===== src/rtl/mem_ctrl_if.sv =====
// Request/response bundle between the fetch unit, the load/store buffer,
// the external byte-wide RAM/IO port and the memory controller.
interface mem_ctrl_if #(
  parameter int ADDR_W = 32
);
  logic [7:0]        mem_din;
  logic [7:0]        mem_dout;
  logic [ADDR_W-1:0] mem_a;
  logic              mem_wr;
  logic              io_buffer_full;
  logic              if_to_mc_enable;
  logic [ADDR_W-1:0] if_to_mc_pc;
  logic              mc_to_if_done;
  logic [31:0]       mc_to_if_result;
  logic              lsb_to_mc_enable;
  logic              lsb_to_mc_wr;
  logic [ADDR_W-1:0] lsb_to_mc_addr;
  logic [1:0]        lsb_to_mc_size;
  logic [31:0]       lsb_to_mc_data;
  logic              mc_to_lsb_done;
  logic [31:0]       mc_to_lsb_result;
  logic              rob_to_mc_rollback;

  modport slave (
    input  mem_din, io_buffer_full, if_to_mc_enable, if_to_mc_pc,
           lsb_to_mc_enable, lsb_to_mc_wr, lsb_to_mc_addr, lsb_to_mc_size,
           lsb_to_mc_data, rob_to_mc_rollback,
    output mem_dout, mem_a, mem_wr, mc_to_if_done, mc_to_if_result,
           mc_to_lsb_done, mc_to_lsb_result
  );

  modport master (
    output mem_din, io_buffer_full, if_to_mc_enable, if_to_mc_pc,
           lsb_to_mc_enable, lsb_to_mc_wr, lsb_to_mc_addr, lsb_to_mc_size,
           lsb_to_mc_data, rob_to_mc_rollback,
    input  mem_dout, mem_a, mem_wr, mc_to_if_done, mc_to_if_result,
           mc_to_lsb_done, mc_to_lsb_result
  );
endinterface


===== src/rtl/mem_ctrl.sv =====
// Byte-serial memory controller: 32-bit fetches and 1/2/4-byte loads/stores on one RAM port.
// Optional macro MC_IO_STALL_EN: hold IO-region store bytes while io_buffer_full is high.
module mem_ctrl #(
  parameter int         ADDR_W = 32,
  parameter logic [1:0] IO_HI  = 2'b11
) (
  input  logic      clk,
  input  logic      rst,
  input  logic      rdy,
  mem_ctrl_if.slave bus
);

  typedef enum logic [1:0] {S_IDLE, S_IF_READ, S_LS_READ, S_LS_WRITE} state_t;

  state_t            r_state, w_state_nxt;
  logic [2:0]        r_cnt, w_cnt_nxt;
  logic [2:0]        r_len, w_len_nxt;
  logic [ADDR_W-1:0] r_addr, w_addr_nxt;
  logic [ADDR_W-1:0] r_mem_a, w_mem_a_nxt;
  logic [31:0]       r_data, w_data_nxt;
  logic [31:0]       r_buf, w_buf_nxt;
  logic [31:0]       r_if_res, w_if_res_nxt;
  logic [31:0]       r_lsb_res, w_lsb_res_nxt;
  logic [7:0]        r_mem_dout, w_mem_dout_nxt;
  logic              r_mem_wr, w_mem_wr_nxt;
  logic              r_if_done, w_if_done_nxt;
  logic              r_lsb_done, w_lsb_done_nxt;
  logic              w_stall;
  logic              w_recover;
  logic [2:0]        w_req_len;
  logic [1:0]        w_cidx;

`ifdef MC_IO_STALL_EN
  assign w_stall = (r_state == S_LS_WRITE) && (r_mem_a[17:16] == IO_HI) && bus.io_buffer_full;
`else
  logic w_unused;
  assign w_stall  = 1'b0;
  assign w_unused = ^{bus.io_buffer_full, IO_HI};
`endif

  // Requesters drop enable only after seeing done, so the done cycle must not accept.
  assign w_recover = r_if_done || r_lsb_done;
  assign w_req_len = (bus.lsb_to_mc_size == 2'd0) ? 3'd1 :
                     (bus.lsb_to_mc_size == 2'd1) ? 3'd2 : 3'd4;
  // In cycle k of a read, mem_din carries byte k-2.
  assign w_cidx    = r_cnt[1:0] - 2'd2;

  always_comb begin
    w_state_nxt    = r_state;
    w_cnt_nxt      = r_cnt;
    w_len_nxt      = r_len;
    w_addr_nxt     = r_addr;
    w_data_nxt     = r_data;
    w_buf_nxt      = r_buf;
    w_mem_a_nxt    = r_mem_a;
    w_mem_dout_nxt = r_mem_dout;
    w_mem_wr_nxt   = r_mem_wr;
    w_if_res_nxt   = r_if_res;
    w_lsb_res_nxt  = r_lsb_res;
    w_if_done_nxt  = 1'b0;
    w_lsb_done_nxt = 1'b0;
    unique case (r_state)
      S_IDLE: begin
        if (!w_recover) begin
          if (bus.lsb_to_mc_enable && bus.lsb_to_mc_wr) begin
            w_state_nxt    = S_LS_WRITE;
            w_addr_nxt     = bus.lsb_to_mc_addr;
            w_data_nxt     = bus.lsb_to_mc_data;
            w_len_nxt      = w_req_len;
            w_mem_a_nxt    = bus.lsb_to_mc_addr;
            w_mem_dout_nxt = bus.lsb_to_mc_data[7:0];
            w_mem_wr_nxt   = 1'b1;
            w_cnt_nxt      = 3'd1;
          end else if (!bus.rob_to_mc_rollback && bus.lsb_to_mc_enable) begin
            w_state_nxt  = S_LS_READ;
            w_addr_nxt   = bus.lsb_to_mc_addr;
            w_len_nxt    = w_req_len;
            w_mem_a_nxt  = bus.lsb_to_mc_addr;
            w_mem_wr_nxt = 1'b0;
            w_buf_nxt    = '0;
            w_cnt_nxt    = 3'd1;
          end else if (!bus.rob_to_mc_rollback && bus.if_to_mc_enable) begin
            w_state_nxt  = S_IF_READ;
            w_addr_nxt   = bus.if_to_mc_pc;
            w_len_nxt    = 3'd4;
            w_mem_a_nxt  = bus.if_to_mc_pc;
            w_mem_wr_nxt = 1'b0;
            w_buf_nxt    = '0;
            w_cnt_nxt    = 3'd1;
          end
        end
      end
      // Stores are already committed, so rollback does not interrupt them.
      S_LS_WRITE: begin
        if (!w_stall) begin
          if (r_cnt == r_len) begin
            w_state_nxt    = S_IDLE;
            w_mem_wr_nxt   = 1'b0;
            w_cnt_nxt      = 3'd0;
            w_lsb_done_nxt = 1'b1;
          end else begin
            w_mem_a_nxt    = r_addr + ADDR_W'(r_cnt);
            w_mem_dout_nxt = r_data[{r_cnt[1:0], 3'b000} +: 8];
            w_cnt_nxt      = r_cnt + 3'd1;
          end
        end
      end
      default: begin
        if (bus.rob_to_mc_rollback) begin
          w_state_nxt = S_IDLE;
          w_cnt_nxt   = 3'd0;
        end else begin
          if (r_cnt >= 3'd2) w_buf_nxt[{w_cidx, 3'b000} +: 8] = bus.mem_din;
          if (r_cnt < r_len) w_mem_a_nxt = r_addr + ADDR_W'(r_cnt);
          if (r_cnt == r_len + 3'd1) begin
            w_state_nxt = S_IDLE;
            w_cnt_nxt   = 3'd0;
            if (r_state == S_IF_READ) begin
              w_if_done_nxt = 1'b1;
              w_if_res_nxt  = w_buf_nxt;
            end else begin
              w_lsb_done_nxt = 1'b1;
              w_lsb_res_nxt  = w_buf_nxt;
            end
          end else begin
            w_cnt_nxt = r_cnt + 3'd1;
          end
        end
      end
    endcase
  end

  always_ff @(posedge clk) begin
    if (rst) begin
      r_state    <= S_IDLE;
      r_cnt      <= '0;
      r_len      <= '0;
      r_addr     <= '0;
      r_data     <= '0;
      r_buf      <= '0;
      r_mem_a    <= '0;
      r_mem_dout <= '0;
      r_mem_wr   <= 1'b0;
      r_if_res   <= '0;
      r_lsb_res  <= '0;
      r_if_done  <= 1'b0;
      r_lsb_done <= 1'b0;
    end else if (rdy) begin
      r_state    <= w_state_nxt;
      r_cnt      <= w_cnt_nxt;
      r_len      <= w_len_nxt;
      r_addr     <= w_addr_nxt;
      r_data     <= w_data_nxt;
      r_buf      <= w_buf_nxt;
      r_mem_a    <= w_mem_a_nxt;
      r_mem_dout <= w_mem_dout_nxt;
      r_mem_wr   <= w_mem_wr_nxt;
      r_if_res   <= w_if_res_nxt;
      r_lsb_res  <= w_lsb_res_nxt;
      r_if_done  <= w_if_done_nxt;
      r_lsb_done <= w_lsb_done_nxt;
    end
  end

  assign bus.mem_a            = r_mem_a;
  assign bus.mem_dout         = r_mem_dout;
  assign bus.mem_wr           = r_mem_wr && rdy && !w_stall;
  assign bus.mc_to_if_done    = r_if_done;
  assign bus.mc_to_if_result  = r_if_res;
  assign bus.mc_to_lsb_done   = r_lsb_done;
  assign bus.mc_to_lsb_result = r_lsb_res;

endmodule


===== src/flat_wrapper.sv =====
// flat-port wrapper written by rule: the top's interface ports become plain ports
module mem_ctrl_flat 
#(
  parameter int         ADDR_W = 32,
  parameter logic [1:0] IO_HI  = 2'b11
)
  (clk, rst, rdy, bus_mem_din, bus_io_buffer_full, bus_if_to_mc_enable, bus_if_to_mc_pc, bus_lsb_to_mc_enable, bus_lsb_to_mc_wr, bus_lsb_to_mc_addr, bus_lsb_to_mc_size, bus_lsb_to_mc_data, bus_rob_to_mc_rollback, bus_mem_dout, bus_mem_a, bus_mem_wr, bus_mc_to_if_done, bus_mc_to_if_result, bus_mc_to_lsb_done, bus_mc_to_lsb_result);
  mem_ctrl_if #(.ADDR_W(ADDR_W)) bus_i ();
  input  logic clk;
  input  logic rst;
  input  logic rdy;
  input wire logic [$bits(bus_i.mem_din)-1:0] bus_mem_din;
  input wire logic [$bits(bus_i.io_buffer_full)-1:0] bus_io_buffer_full;
  input wire logic [$bits(bus_i.if_to_mc_enable)-1:0] bus_if_to_mc_enable;
  input wire logic [$bits(bus_i.if_to_mc_pc)-1:0] bus_if_to_mc_pc;
  input wire logic [$bits(bus_i.lsb_to_mc_enable)-1:0] bus_lsb_to_mc_enable;
  input wire logic [$bits(bus_i.lsb_to_mc_wr)-1:0] bus_lsb_to_mc_wr;
  input wire logic [$bits(bus_i.lsb_to_mc_addr)-1:0] bus_lsb_to_mc_addr;
  input wire logic [$bits(bus_i.lsb_to_mc_size)-1:0] bus_lsb_to_mc_size;
  input wire logic [$bits(bus_i.lsb_to_mc_data)-1:0] bus_lsb_to_mc_data;
  input wire logic [$bits(bus_i.rob_to_mc_rollback)-1:0] bus_rob_to_mc_rollback;
  output wire logic [$bits(bus_i.mem_dout)-1:0] bus_mem_dout;
  output wire logic [$bits(bus_i.mem_a)-1:0] bus_mem_a;
  output wire logic [$bits(bus_i.mem_wr)-1:0] bus_mem_wr;
  output wire logic [$bits(bus_i.mc_to_if_done)-1:0] bus_mc_to_if_done;
  output wire logic [$bits(bus_i.mc_to_if_result)-1:0] bus_mc_to_if_result;
  output wire logic [$bits(bus_i.mc_to_lsb_done)-1:0] bus_mc_to_lsb_done;
  output wire logic [$bits(bus_i.mc_to_lsb_result)-1:0] bus_mc_to_lsb_result;
  assign bus_i.mem_din = bus_mem_din;
  assign bus_i.io_buffer_full = bus_io_buffer_full;
  assign bus_i.if_to_mc_enable = bus_if_to_mc_enable;
  assign bus_i.if_to_mc_pc = bus_if_to_mc_pc;
  assign bus_i.lsb_to_mc_enable = bus_lsb_to_mc_enable;
  assign bus_i.lsb_to_mc_wr = bus_lsb_to_mc_wr;
  assign bus_i.lsb_to_mc_addr = bus_lsb_to_mc_addr;
  assign bus_i.lsb_to_mc_size = bus_lsb_to_mc_size;
  assign bus_i.lsb_to_mc_data = bus_lsb_to_mc_data;
  assign bus_i.rob_to_mc_rollback = bus_rob_to_mc_rollback;
  assign bus_mem_dout = bus_i.mem_dout;
  assign bus_mem_a = bus_i.mem_a;
  assign bus_mem_wr = bus_i.mem_wr;
  assign bus_mc_to_if_done = bus_i.mc_to_if_done;
  assign bus_mc_to_if_result = bus_i.mc_to_if_result;
  assign bus_mc_to_lsb_done = bus_i.mc_to_lsb_done;
  assign bus_mc_to_lsb_result = bus_i.mc_to_lsb_result;
  mem_ctrl #(.ADDR_W(ADDR_W), .IO_HI(IO_HI)) u_core (.clk(clk), .rst(rst), .rdy(rdy), .bus(bus_i));
endmodule

===== config.mk =====
export PLATFORM = sky130hd
export DESIGN_NAME = mem_ctrl_flat
export DESIGN_NICKNAME = d
export VERILOG_FILES = /design/src/rtl/mem_ctrl_if.sv /design/src/rtl/mem_ctrl.sv /design/src/flat_wrapper.sv
export SDC_FILE = /design/constraint.sdc
export NUM_CORES = 1
export LEC_CHECK = 0
export ABC_AREA = 0
export CAP_MARGIN = 10
export CORE_ASPECT_RATIO = 1.25
export CORE_UTILIZATION = 45
export CTS_CLUSTER_DIAMETER = 100
export DETAILED_ROUTE_END_ITERATION = 10
export DONT_BUFFER_PORTS = 1
export MAX_ROUTING_LAYER = met4
export PLACE_DENSITY = 0.6
export SETUP_SLACK_MARGIN = 0.4
export SYNTH_ARGS = -nofsm -noshare
export SYNTH_HDL_FRONTEND = slang
export SYNTH_SLANG_ARGS = --single-unit

===== constraint.sdc =====
create_clock -name clk -period 3.1 [get_ports clk]
set_input_delay 0.31 -clock clk [delete_from_list [all_inputs] [get_ports clk]]
set_output_delay 0.31 -clock clk [all_outputs]
set_load 0.02 [all_outputs]

; Yosys cells after proc, flatten, opt, wreduce, memory -nomap -nowiden
; Index checks and enable logic that the tools add are counted.
[totals]
ff_bits = 211
in_bits = 114
word_cells = 121
[classes]
addsub = 5
order_cmp = 2
n_eq_ne = 14
shifts = 3
mux = 56
bitwise_logic = 5
reduce_logical = 23
[op_table]
columns = op, n
row1 = two-way mux 32 bit, 13
row2 = case mux 32 bit (2 select lines), 2
row3 = two-way mux 3 bit, 12
row4 = adder 32 x 3 -> 32 bit, 1
row5 = bitwise mux 32 bit, 1
row6 = variable shift 8 x 7 -> 32 bit (first input constant), 1
row7 = variable part select 32 x 6 -> 8 bit, 1
row8 = variable part select 8 x 7 -> 32 bit, 1
row9 = AND reduction 5 bit, 5
row10 = two-way mux 8 bit, 3
row11 = case mux 8 bit (2 select lines), 1
row12 = two-way mux 2 bit, 7
row13 = two-way mux 1 bit, 13
row14 = AND reduction 6 bit, 2
row15 = AND reduction 4 bit, 2
row16 = negator 5 -> 7 bit, 1
row17 = adder 3 x 1 -> 3 bit (second input constant), 2
row18 = == test 3 bit, 2
row19 = inequality test 2 x 1 -> 1 bit (second input constant), 3
row20 = inequality test 2 bit (second input constant), 3
row21 = inequality test 3 x 1 -> 1 bit (second input constant), 2
row22 = case mux 3 bit (2 select lines), 1
row23 = nonzero test 3 bit, 2
row24 = NOT 1 bit, 5
row25 = 16 further kinds, 22

; Longest topological paths before layout
; Gate-level depths: netlist of run 1.
[logic_depth]
word_depth = 7
ltp_mapped = 10
ltp_nobuf = 7

; Worst setup path before layout of run 1
; No wires, ideal clock.
[synth_path]
kind = register -> register
from = register u_core.r_cnt[1]
to = register u_core.r_buf[22]
setup_ns = 0.070
t_arrival_ns = 2.665
required_time_ns = 3.030
slack_ns = 0.364
path_stages_with_launch = 10
path_cell_list = dfxtp_1 clkbuf_2 buf_1 inv_1 ha_1 nor4_1 and3_1 a21oi_1 or3_1 a21oi_1
[synth_via]
elab_chain_len = 7
elab_cells_between_ends = 9
classes_between = 2 x add/sub / 1 x order compare / 2 x shift / 4 x mux
[synth_rtl]
columns = element, line_no
row1 = start: declaration, mem_ctrl.sv:16  ; logic [2:0] r_cnt, w_cnt_nxt;
row2 = start signal: assignment, mem_ctrl.sv:150  ; r_cnt <= w_cnt_nxt;
row3 = subtractor 2 bit, mem_ctrl.sv:46  ; assign w_cidx = r_cnt[1:0] - 2'd2;
row4 = negator 5 -> 7 bit, mem_ctrl.sv:113  ; if (r_cnt >= 3'd2) w_buf_nxt[{w_cidx, 3'b000} +: 8] = bus.mem_din;
row5 = variable part select 8 x 7 -> 32 bit / variable shift 8 x 7 -> 32 bit (equally long branches), mem_ctrl.sv:113
row6 = bitwise mux 32 bit, mem_ctrl.sv:113
row7 = two-way mux 32 bit *, mem_ctrl.sv:113
row8 = two-way mux 32 bit *, mem_ctrl.sv:109  ; if (bus.rob_to_mc_rollback) begin
row9 = case mux 32 bit (2 select lines) *, mem_ctrl.sv:62  ; unique case (r_state)
row10 = end signal: assignment, mem_ctrl.sv:154  ; r_buf <= w_buf_nxt;
row11 = end: declaration, mem_ctrl.sv:21  ; logic [31:0] r_buf, w_buf_nxt;
; Every way passes the cells marked *; elsewhere a longest branch is shown, timed or not. The select of a mux whose other input is x is not followed.
; A chain may end at the register's enable or synchronous reset.

; Worst setup path in the final report of run 1
[layout_path]
from = register u_core.r_cnt[1]
to = register u_core.r_mem_dout[1] (netlist: u_core.bus.mem_dout[1])
[layout_via]
elab_chain_len = 3
elab_cells_between_ends = 6
classes_between = 2 x eq/ne / 1 x shift / 2 x mux / 1 x reduce/logical
[layout_rtl]
columns = element, line_no
row1 = variable part select 32 x 6 -> 8 bit / == test 3 bit (equally long branches), "mem_ctrl.sv:103, mem_ctrl.sv:96"
row2 = two-way mux 8 bit / inequality test 2 bit (equally long branches), -
row3 = case mux 8 bit (2 select lines) / AND reduction 5 bit (equally long branches), -
row4 = end signal: assignment, mem_ctrl.sv:156  ; r_mem_dout <= w_mem_dout_nxt;
row5 = end: declaration, mem_ctrl.sv:24  ; logic [7:0] r_mem_dout, w_mem_dout_nxt;
; Several ways; a longest one is shown, not always the timed one. The select of a mux whose other input is x is not followed.

==> results of run 1 <==
-- flip-flops by register name, summed over array words and instances (netlist names), 2 cells and up --
name,count
u_core.bus.mc_to_if_result,32
u_core.bus.mc_to_lsb_result,32
u_core.bus.mem_a,32
u_core.r_addr,32
u_core.r_buf,32
u_core.r_data,32
u_core.bus.mem_dout,8
u_core.r_cnt,3
u_core.r_len,3
u_core.r_state,2
-- power groups by stage --
stage	clock, mW	combinational (mW)	sequential (mW)
2_1_floorplan	0	0.624	3.07
3_3_place_gp	0	0.735	3.10
3_5_place_dp	0	0.745	3.10
4_1_cts	2.82	0.798	3.04
5_1_grt	2.92	0.947	3.06
6_report	2.74	0.852	3.04
-- per-stage QoR --
stage               std cells  hold slack, ns  area (µm²)  power, mW
floorplan                1134           0.427       10000       3.69
global placement         1346           0.404       10200       3.84
detailed placement       1346           0.405       10200       3.85
CTS                      1437          -0.125       11400       6.66
global route             1461          -0.135       11700       6.93
finish                   1461         -0.0958       11700       6.64
-- worst reg2reg max path: stages, from the launching register on --
cell and delay [ns]:
dfxtp_2 0.43, buf_6 0.23, ha_1 0.28, and4_1 0.24, nor3_4 0.22, buf_6 0.18, nor2_1 0.05, a211oi_1 0.29
dlygate4sd3_1 0.61
-- metal layers --
metal	routed length, µm	up-vias	part of all wire	global-route usage
met1	11400	3872	0.43	0.281
li1	-	4162	-	-
met2	13100	232	0.49	0.395
met4	626	0	0.024	0.0694
met5	0	-	0	-
met3	1580	41	0.059	0.0449
-- logic make-up after synthesis --
kind of cell               count (synthesis)  share of synthesized area
AOI/OAI and AO/OA                        304                      0.214
adders and majority gates                 17                     0.0220
buffers and inverters                    108                     0.0499
xor gates and xnor gates                  26                     0.0243
muxes                                     60                     0.0715
and+or+nand+nor                          408                      0.196
DFF                                      211                      0.423
-- timing repair --
item                                   in CTS  in global routing
gates resized for setup                     0                  8
hold buffers                               52                 23
endpoints found under the hold margin     195                140
setup endpoints to repair                   0                 62
-- Yosys cell counts (9+ instances only) --
master / n / share of area
clkbuf_1: 58 / 0.022
nor4_1: 9 / 0.0056
mux2i_1: 41 / 0.041
nand4_1: 13 / 0.0081
ha_1: 16 / 0.020
nand3_1: 28 / 0.014
a311oi_1: 10 / 0.0088
dfxtp_1: 211 / 0.42
a211oi_1: 66 / 0.050
nand3b_1: 12 / 0.0090
xnor2_1: 14 / 0.012
o21ai_0: 19 / 0.0095
nand2_1: 127 / 0.048
nor2b_1: 10 / 0.0063
inv_1: 17 / 0.0064
mux2_2: 11 / 0.012
o22ai_1: 12 / 0.0075
and3_1: 15 / 0.0094
a22oi_1: 13 / 0.0098
and4_1: 9 / 0.0079
or3_1: 33 / 0.021
buf_2: 13 / 0.0065
nor2_1: 123 / 0.046
a211oi_2: 26 / 0.033
xor2_1: 11 / 0.0096
nor3_1: 9 / 0.0045
a21oi_1: 114 / 0.057
-- worst paths after layout --
kind,from,slack [ns],depth (start not counted),end
setup / recovery,u_core.r_cnt[1],0.50,8,u_core.bus.mem_dout[1]
hold / removal,rst,-0.1,1,u_core.bus.mem_a[0]
setup reg to reg,u_core.r_cnt[1],0.50,8,u_core.bus.mem_dout[1]
hold reg to reg,u_core.r_buf[5],0.45,2,u_core.r_buf[5]
-- layout make-up --
| class | count | area, µm² | area share |
|---|---|---|---|
| Sequential cell | 211 | 4230 | 0.361 |
| Timing Repair Buffer | 100 | 1000 | 0.0857 |
| Clock inverter | 5 | 77.6 | 0.00662 |
| Clock buffer | 34 | 677 | 0.0578 |
| Tap cell | 279 | 349 | 0.0298 |
| Inverter | 17 | 63.8 | 0.00545 |
| Multi-Input combinational cell | 815 | 5320 | 0.454 |
==> impl_metrics.csv, run 1 <==
group,metric,value,unit
run_status,status,"complete, but fails checks",
run_status,violations,"hold timing",
logic_synthesis,synth_area,10000,µm²
grt,antenna_found_initial,0,
logic_synthesis,avgSynthCellArea,8.81,µm²
clocking,cts_root_buf,"clkbuf_16",
clocking,clock_latency,0.50,ns
final_layout,syn2layout_area_growth,17.2,%
clocking,cts_buffers,22,
worst_setup_path,critical_path.top_delay_family,"buffers and inverters",
clocking,htreeDepth,1,
sta,final_max_slew_viol_count,0,
detailed_routing,routed_wl,26600,µm
sta,grt_setup_unrepaired,"false",
final_layout,fillCellCount,2035,
sta,max_slew_margin,0.484,
sta,max_slew.worst_pin.slew,0.775,ns
final_layout,final_common_cell,"dfxtp_1",
placement,pre_cts_slack,0.550,ns
clocking,cts_max_path_buffers,3,
die,core_area,21600,µm²
die,rows,60,
placement,dp_hpwl,16900,µm
pwr,powerDensity,567,nW/µm²
clocking,cts_sinks,211,
final_layout,final_util,0.542,
grt,grt_pass1_wl,42000,µm
detailed_routing,drt_iter0_markers,542,
worst_setup_path,cp_cell_sequence,"buf_6 > ha_1 > and4_1 > nor3_4 > buf_6 > nor2_1 > a211oi_1 > dlygate4sd3_1",
sta,fin_crit,2.60,ns
grt,grt_pass1_vias,7902,
pwr,switching_share,0.264,
pwr,p_int,4.89,mW
detailed_routing,ant_nets,0,
pwr,p_leak,4.10,nW
worst_setup_path,arrival,3.03,ns
worst_setup_path,worst_path_max_delay_cell,"dlygate4sd3_1",
detailed_routing,drc,0,
clocking,clk_pin_slew_worst_paths,0.06,ns
placement,io_buffers,0,
sta,hold_violations,61,
worst_setup_path,end_kind,"flip-flop",
grt,grt_max_degree,205,
pwr,power_frac_seq,0.458,
detailed_routing,vias,8307,
detailed_routing,vias_per_cell,5.69,
detailed_routing,wl_per_cell,18.2,µm
final_layout,drive_above_1_share,0.103,
clocking,postCtsSetupBuffers,0,
logic_synthesis,ys_warn_count,0,
sta,hold-worst-slack,-0.0958,ns
worst_setup_path,crit_fanout,16,
die,die_h,169,µm
logic_synthesis,synth_ff_type,"dfxtp_1",
sta,fmax,0.385,GHz
logic_synthesis,synth-seq-area-share,0.423,
worst_setup_path,required,3.54,ns
die,dieArea,22800,µm²
final_layout,final_cell_mix,"dfxtp_1 (209), nand2_1 (127), nor2_1 (122)",
sta,setup_violations,0,
die,initial_utilization,0.462,
pwr,peakVddDrop,0.451,mV
pwr,p_sw,1.75,mW
final_layout,fin_nets,1298,
logic_synthesis,synth_edf_count,0,
grt,grt_overflow_total,0,
pwr,power_frac_comb,0.128,
grt,grt_usage,0.234,
clocking,cts_tree,"yes",
worst_setup_path,cp.buffers_inverters,3,
sta,fin_ws,0.502,ns
die,die_w,135,µm
logic_synthesis,ys_ff_latch,211,
logic_synthesis,ys_async_sr_fraction,0,
placement,gp_congestion,0.834,
worst_setup_path,setup.worst_path.class,"reg2reg",
worst_setup_path,slowest_delay,0.61,ns
die,ios,221,
sta,fin_skew,0.0120,ns
final_layout,n_antenna_cell,0,
logic_synthesis,syn_nets,1265,
sta,fin_setup_tns,0,ns
sta,fin_crit_sh,0.838,
job,maxCapViolCount,0,
pwr,pwr-share-clk,0.413,
hold_path,hold_class,"in2reg",
logic_synthesis,yosysUniqueCellTypes,62,
detailed_routing,first_pass_iters,6,
worst_setup_path,startpoint_type,"flip-flop",
logic_synthesis,synth_cells,1134,
worst_setup_path,cpMostUsedCell,"buf_6",
No activity file was read; power rests on OpenSTA's default activity.
==> run 2, diff against run 1 <==
clock period = 2.6 ns   (was 3.1 ns; I/O delays follow)
==> impl_metrics.csv, run 2 (synthesis results as in run 1) <==
group,metric,value,unit
worst_setup_path,cp_cell_sequence,"inv_1 > ha_4 > o21ai_1 > nand2_1 > a2111o_1 > buf_12 > or3_1 > a21oi_1",
hold_path,worstHoldStart,"rst",
sta,hold_violations,190,
grt,grt_max_degree,205,
sta,fin_crit,2.12,ns
grt,top_usage_layer,"met2",
sta,max_slew_margin,0.630,
detailed_routing,vias,8242,
final_layout,fillCellCount,2032,
die,core_area,21600,µm²
die,dieArea,22800,µm²
worst_setup_path,required,3.02,ns
worst_setup_path,rr_worst_depth,8,
final_layout,final_common_cell,"dfxtp_1",
grt,grt_pass1_wl,41800,µm
worst_setup_path,setup.worst_path.class,"reg2reg",
sta,grt_setup_unrepaired,"true",
pwr,p_leak,3.80,nW
placement,dp_hpwl,17200,µm
sta,final_max_slew_viol_count,0,
final_layout,drive_above_1_share,0.149,
sta,fmax,0.471,GHz
hold_path,whs_path_depth,1,
grt,met1_usage,0.279,
clocking,cts_sinks,211,
detailed_routing,drc,0,
detailed_routing,drt_iter0_markers,498,
hold_path,hold_end,"u_core.r_addr[7]",
sta,hold-worst-slack,-0.167,ns
clocking,cts_tree,"yes",
pwr,peakVddDrop,0.515,mV
placement,gp_congestion,0.809,
detailed_routing,vias_per_cell,5.83,
worst_setup_path,r2r_end,"u_core.r_buf[25]",
worst_setup_path,arrival,2.54,ns
die,die_h,169,µm
grt,met3_usage,0.0407,
die,rows,60,
grt,grt_usage,0.234,
worst_setup_path,r2r_start,"u_core.r_state[1]",
pwr,powerDensity,693,nW/µm²
placement,io_buffers,0,
detailed_routing,ant_nets,0,
die,die_w,135,µm
clocking,clk_pin_slew_worst_paths,0.06,ns
worst_setup_path,end_kind,"flip-flop",
run_status,status,"complete, but fails checks",
detailed_routing,wl_per_cell,19.3,µm
worst_setup_path,r2r_slack,0.48,ns
detailed_routing,routed_wl,27300,µm
worst_setup_path,startpoint_type,"flip-flop",
hold_path,hold_class,"in2reg",
run_status,violations,"hold timing",
job,maxCapViolCount,0,
worst_setup_path,slowest_delay,0.42,ns
worst_setup_path,critical_path.top_delay_family,"compound AO/OA/AOI/OAI gates",
sta,fin_setup_tns,0,ns
final_layout,final_cell_mix,"dfxtp_1 (207), nand2_1 (127), nor2_1 (122)",
worst_setup_path,cp.buffers_inverters,2,
sta,setup_violations,0,
clocking,cts_root_buf,"clkbuf_16",
sta,fin_crit_sh,0.816,
worst_setup_path,worst_path_max_delay_cell,"a2111o_1",
final_layout,fin_nets,1250,
clocking,cts_buffers,23,
die,initial_utilization,0.462,
detailed_routing,first_pass_iters,5,
die,ios,221,
worst_setup_path,critPathLaunch,"u_core.r_state[1]",
clocking,cts_max_path_buffers,3,
sta,max_slew.worst_pin.slew,0.553,ns
sta,fin_skew,0.0129,ns
placement,place_inst,1355,
clocking,clock_latency,0.50,ns
clocking,htreeDepth,1,
grt,grt_overflow_total,0,
final_layout,syn2layout_area_growth,14.3,%
final_layout,final_util,0.529,
final_layout,n_antenna_cell,0,
worst_setup_path,crit_fanout,32,
grt,antenna_found_initial,0,
final_layout,final_cells,1413,
grt,grt_pass1_vias,7850,
grt,met2_usage,0.394,
-- run 2: cell types whose count changed in the layout (fill, tap and decap cells not counted), moves of 3 or more --
cell and delta:
dlygate4sd3_1 -75, buf_4 +18, ha_4 +3, clkbuf_16 +3, buf_12 +3, nor4_1 -3
and4_1 -3
-- run 2: final cells by class --
cell class	instances	area, µm²	share of cell area
tap	279	349	0.0305
clock buffer	32	669	0.0586
timing repair buffer	51	572	0.0500
sequential	211	4230	0.370
inverter	17	63.8	0.00558
multi-input combinational	815	5440	0.476
clock inverter	8	98.8	0.00865
-- run 2: metal layers --
| layer | up-vias | wire length, µm |
|---|---|---|
| li1 | 4070 | - |
| met1 | 3900 | 11500 |
| met2 | 226 | 13400 |
| met3 | 46 | 1640 |
| met4 | 0 | 714 |
| met5 | - | 0 |
-- run 2: through the flow --
stage / hold slack [ns] / setup slack (ns) / total power [mW] / area, µm²
after global placement: 0.353 / 0.245 / 4.61 / 10300
after CTS: -0.177 / 0.406 / 7.95 / 11200
final: -0.167 / 0.478 / 7.92 / 11400
after global routing: -0.189 / 0.344 / 8.26 / 11400
after detailed placement: 0.355 / 0.195 / 4.62 / 10300
after floorplan: 0.396 / 0.423 / 4.41 / 10100
-- run 2: timing repair --
item,CTS,global route
buffers inserted,6,6
gates cloned,2,4
pin swaps,5,8
endpoints found under the hold margin,195,195
gates resized for setup,13,25
setup endpoints to repair,96,108
-- run 2: worst max path at each step --
stage                           endpoint  cells past startpoint
finish                  u_core.r_buf[25]                      8
CTS                 u_core.bus.mem_a[20]                      8
floorplan               u_core.r_buf[22]                      7
global placement         u_core.r_buf[0]                      8
detailed placement       u_core.r_buf[1]                      8
global route        u_core.bus.mem_a[20]                      8
-- run 2: where the power goes --
part | total (mW) | switching [mW] | internal (mW) | leakage, nW
Clock | 3.30 | 1.31 | 1.99 | 0.380
Sequential | 3.63 | 0.234 | 3.39 | 1.71
Combinational | 0.990 | 0.572 | 0.418 | 1.71
==> run 3, diff against run 2 <==
PLACE_DENSITY = 0.62   (was 0.6)
clock period = 1.8 ns   (was 2.6 ns; I/O delays follow)
==> impl_metrics.csv, run 3 (synthesis results as in run 1) <==
group,metric,value,unit
run_status,status,"complete, but fails checks",
run_status,violations,"hold timing, setup timing",
clocking,clk_pin_slew_worst_paths,0.07,ns
placement,dp_hpwl,18400,µm
sta,fin_skew,0.0110,ns
detailed_routing,wl_per_cell,19.4,µm
detailed_routing,ant_nets,0,
die,core_area,21600,µm²
sta,fin_crit,2.08,ns
placement,placed_area,11900,µm²
grt,grt_overflow_total,0,
worst_setup_path,required,2.19,ns
die,initial_utilization,0.462,
worst_setup_path,worst_path_max_delay_cell,"dfxtp_4",
sta,hold-worst-slack,-0.251,ns
worst_setup_path,end_kind,"flip-flop",
clocking,cts_sinks,211,
placement,io_buffers,0,
clocking,clock_latency,0.51,ns
final_layout,drive_above_1_share,0.414,
detailed_routing,vias,9263,
detailed_routing,drc,0,
sta,fin_ws,-0.284,ns
pwr,powerDensity,844,nW/µm²
final_layout,final_cells,1596,
pwr,peakVddDrop,0.784,mV
final_layout,final_common_cell,"dfxtp_1",
die,dieArea,22800,µm²
sta,hold_violations,199,
detailed_routing,first_pass_iters,4,
detailed_routing,vias_per_cell,5.80,
worst_setup_path,startpoint_type,"flip-flop",
sta,grt_setup_unrepaired,"true",
clocking,cts_max_path_buffers,3,
final_layout,final_cell_mix,"dfxtp_1 (202), buf_4 (133), nand2_1 (125)",
pwr,power.total,12.4,mW
grt,grt_max_degree,205,
final_layout,fin_area,14600,µm²
final_layout,syn2layout_area_growth,46.5,%
clocking,htreeDepth,1,
sta,setup_violations,145,
clocking,cts_hold_buf,12,
hold_path,hold_class,"in2reg",
placement,place_inst,1462,
final_layout,fin_nets,1432,
worst_setup_path,arrival,2.47,ns
worst_setup_path,r2r_slack,-0.28,ns
sta,final_max_slew_viol_count,0,
die,rows,60,
clocking,cts_tree,"yes",
grt,antenna_found_initial,0,
sta,fmax,0.480,GHz
detailed_routing,drt_iter0_markers,530,
final_layout,fillCellCount,1667,
final_layout,n_antenna_cell,0,
grt,grt_pass1_wl,46600,µm
placement,gp_congestion,0.874,
job,maxCapViolCount,0,
sta,max_slew_margin,0.615,
worst_setup_path,critical_path.top_delay_family,"adder cells",
worst_setup_path,cp_cell_sequence,"buf_12 > ha_4 > fa_2 > a21o_4 > nand4_1 > buf_4 > nor3_2 > o21ai_2 > a311oi_2",
detailed_routing,routed_wl,30900,µm
die,die_h,169,µm
die,die_w,135,µm
die,ios,221,
sta,fin_crit_sh,1.16,
clocking,cts_buffers,22,
worst_setup_path,setup.worst_path.class,"reg2reg",
sta,max_slew.worst_pin.slew,0.577,ns
pwr,p_leak,5.16,nW
worst_setup_path,slowest_delay,0.37,ns
worst_setup_path,cp.buffers_inverters,2,
worst_setup_path,crit_fanout,6,
clocking,cts_root_buf,"clkbuf_16",
grt,grt_usage,0.263,
grt,grt_pass1_vias,8784,
run 3: per-layer routing:
metal	up-vias	share of wire	global-route usage
li1	4457	-	-
met1	4478	0.41	0.308
met2	258	0.51	0.448
met3	70	0.051	0.0470
met4	0	0.032	0.0962
met5	-	0	-
run 3: worst reg2reg max path: stages, from the launching register on:
cell and delay, ns:
dfxtp_4 0.37, buf_12 0.13, ha_4 0.15, fa_2 0.36, a21o_4 0.25, nand4_1 0.23
buf_4 0.17, nor3_2 0.04, o21ai_2 0.16, a311oi_2 0.11
run 3: final timing paths:
check | end | from | depth (start not counted)
worst min-delay path | u_core.r_addr[6] | rst | 1
worst max register to register | u_core.bus.mem_a[20] | u_core.r_cnt[0] | 9
worst min register to register | u_core.r_data[20] | u_core.r_data[20] | 2
worst max-delay path | u_core.bus.mem_a[20] | u_core.r_cnt[0] | 9
run 3: power by group:
part / internal, mW / switching (mW)
combinational: 1.26 / 1.19
clock: 2.73 / 1.93
sequential: 4.90 / 0.344
total: 8.90 / 3.47
run 3: area by class of cell:
cell class | instances | area [µm²] | share of cell area
clock buffer | 29 | 659 | 0.0450
clock inverter | 11 | 88.8 | 0.00607
inverter | 17 | 71.3 | 0.00487
multi-input combinational | 816 | 6610 | 0.451
sequential | 211 | 4250 | 0.290
tap | 279 | 349 | 0.0238
timing repair buffer | 233 | 2620 | 0.179
run 3: what timing repair did:
action,in CTS,in global routing
setup endpoints to repair,211,211
pin swaps,55,43
resized for setup,116,95
buffers inserted,37,28
endpoints found under the hold margin,206,200
gates cloned,14,3
run 3: stage by stage:
stage / TNS [ns] / hold WS (ns) / setup WS [ns] / utilization
6_report: -25.27 / -0.251 / -0.284 / 0.677
5_1_grt: -35.76 / -0.272 / -0.349 / 0.677
4_1_cts: -21.61 / -0.262 / -0.229 / 0.646
3_5_place_dp: -27.24 / 0.270 / -0.306 / 0.550
3_3_place_gp: -21.95 / 0.273 / -0.247 / 0.550
2_1_floorplan: -14.32 / 0.313 / -0.313 / -
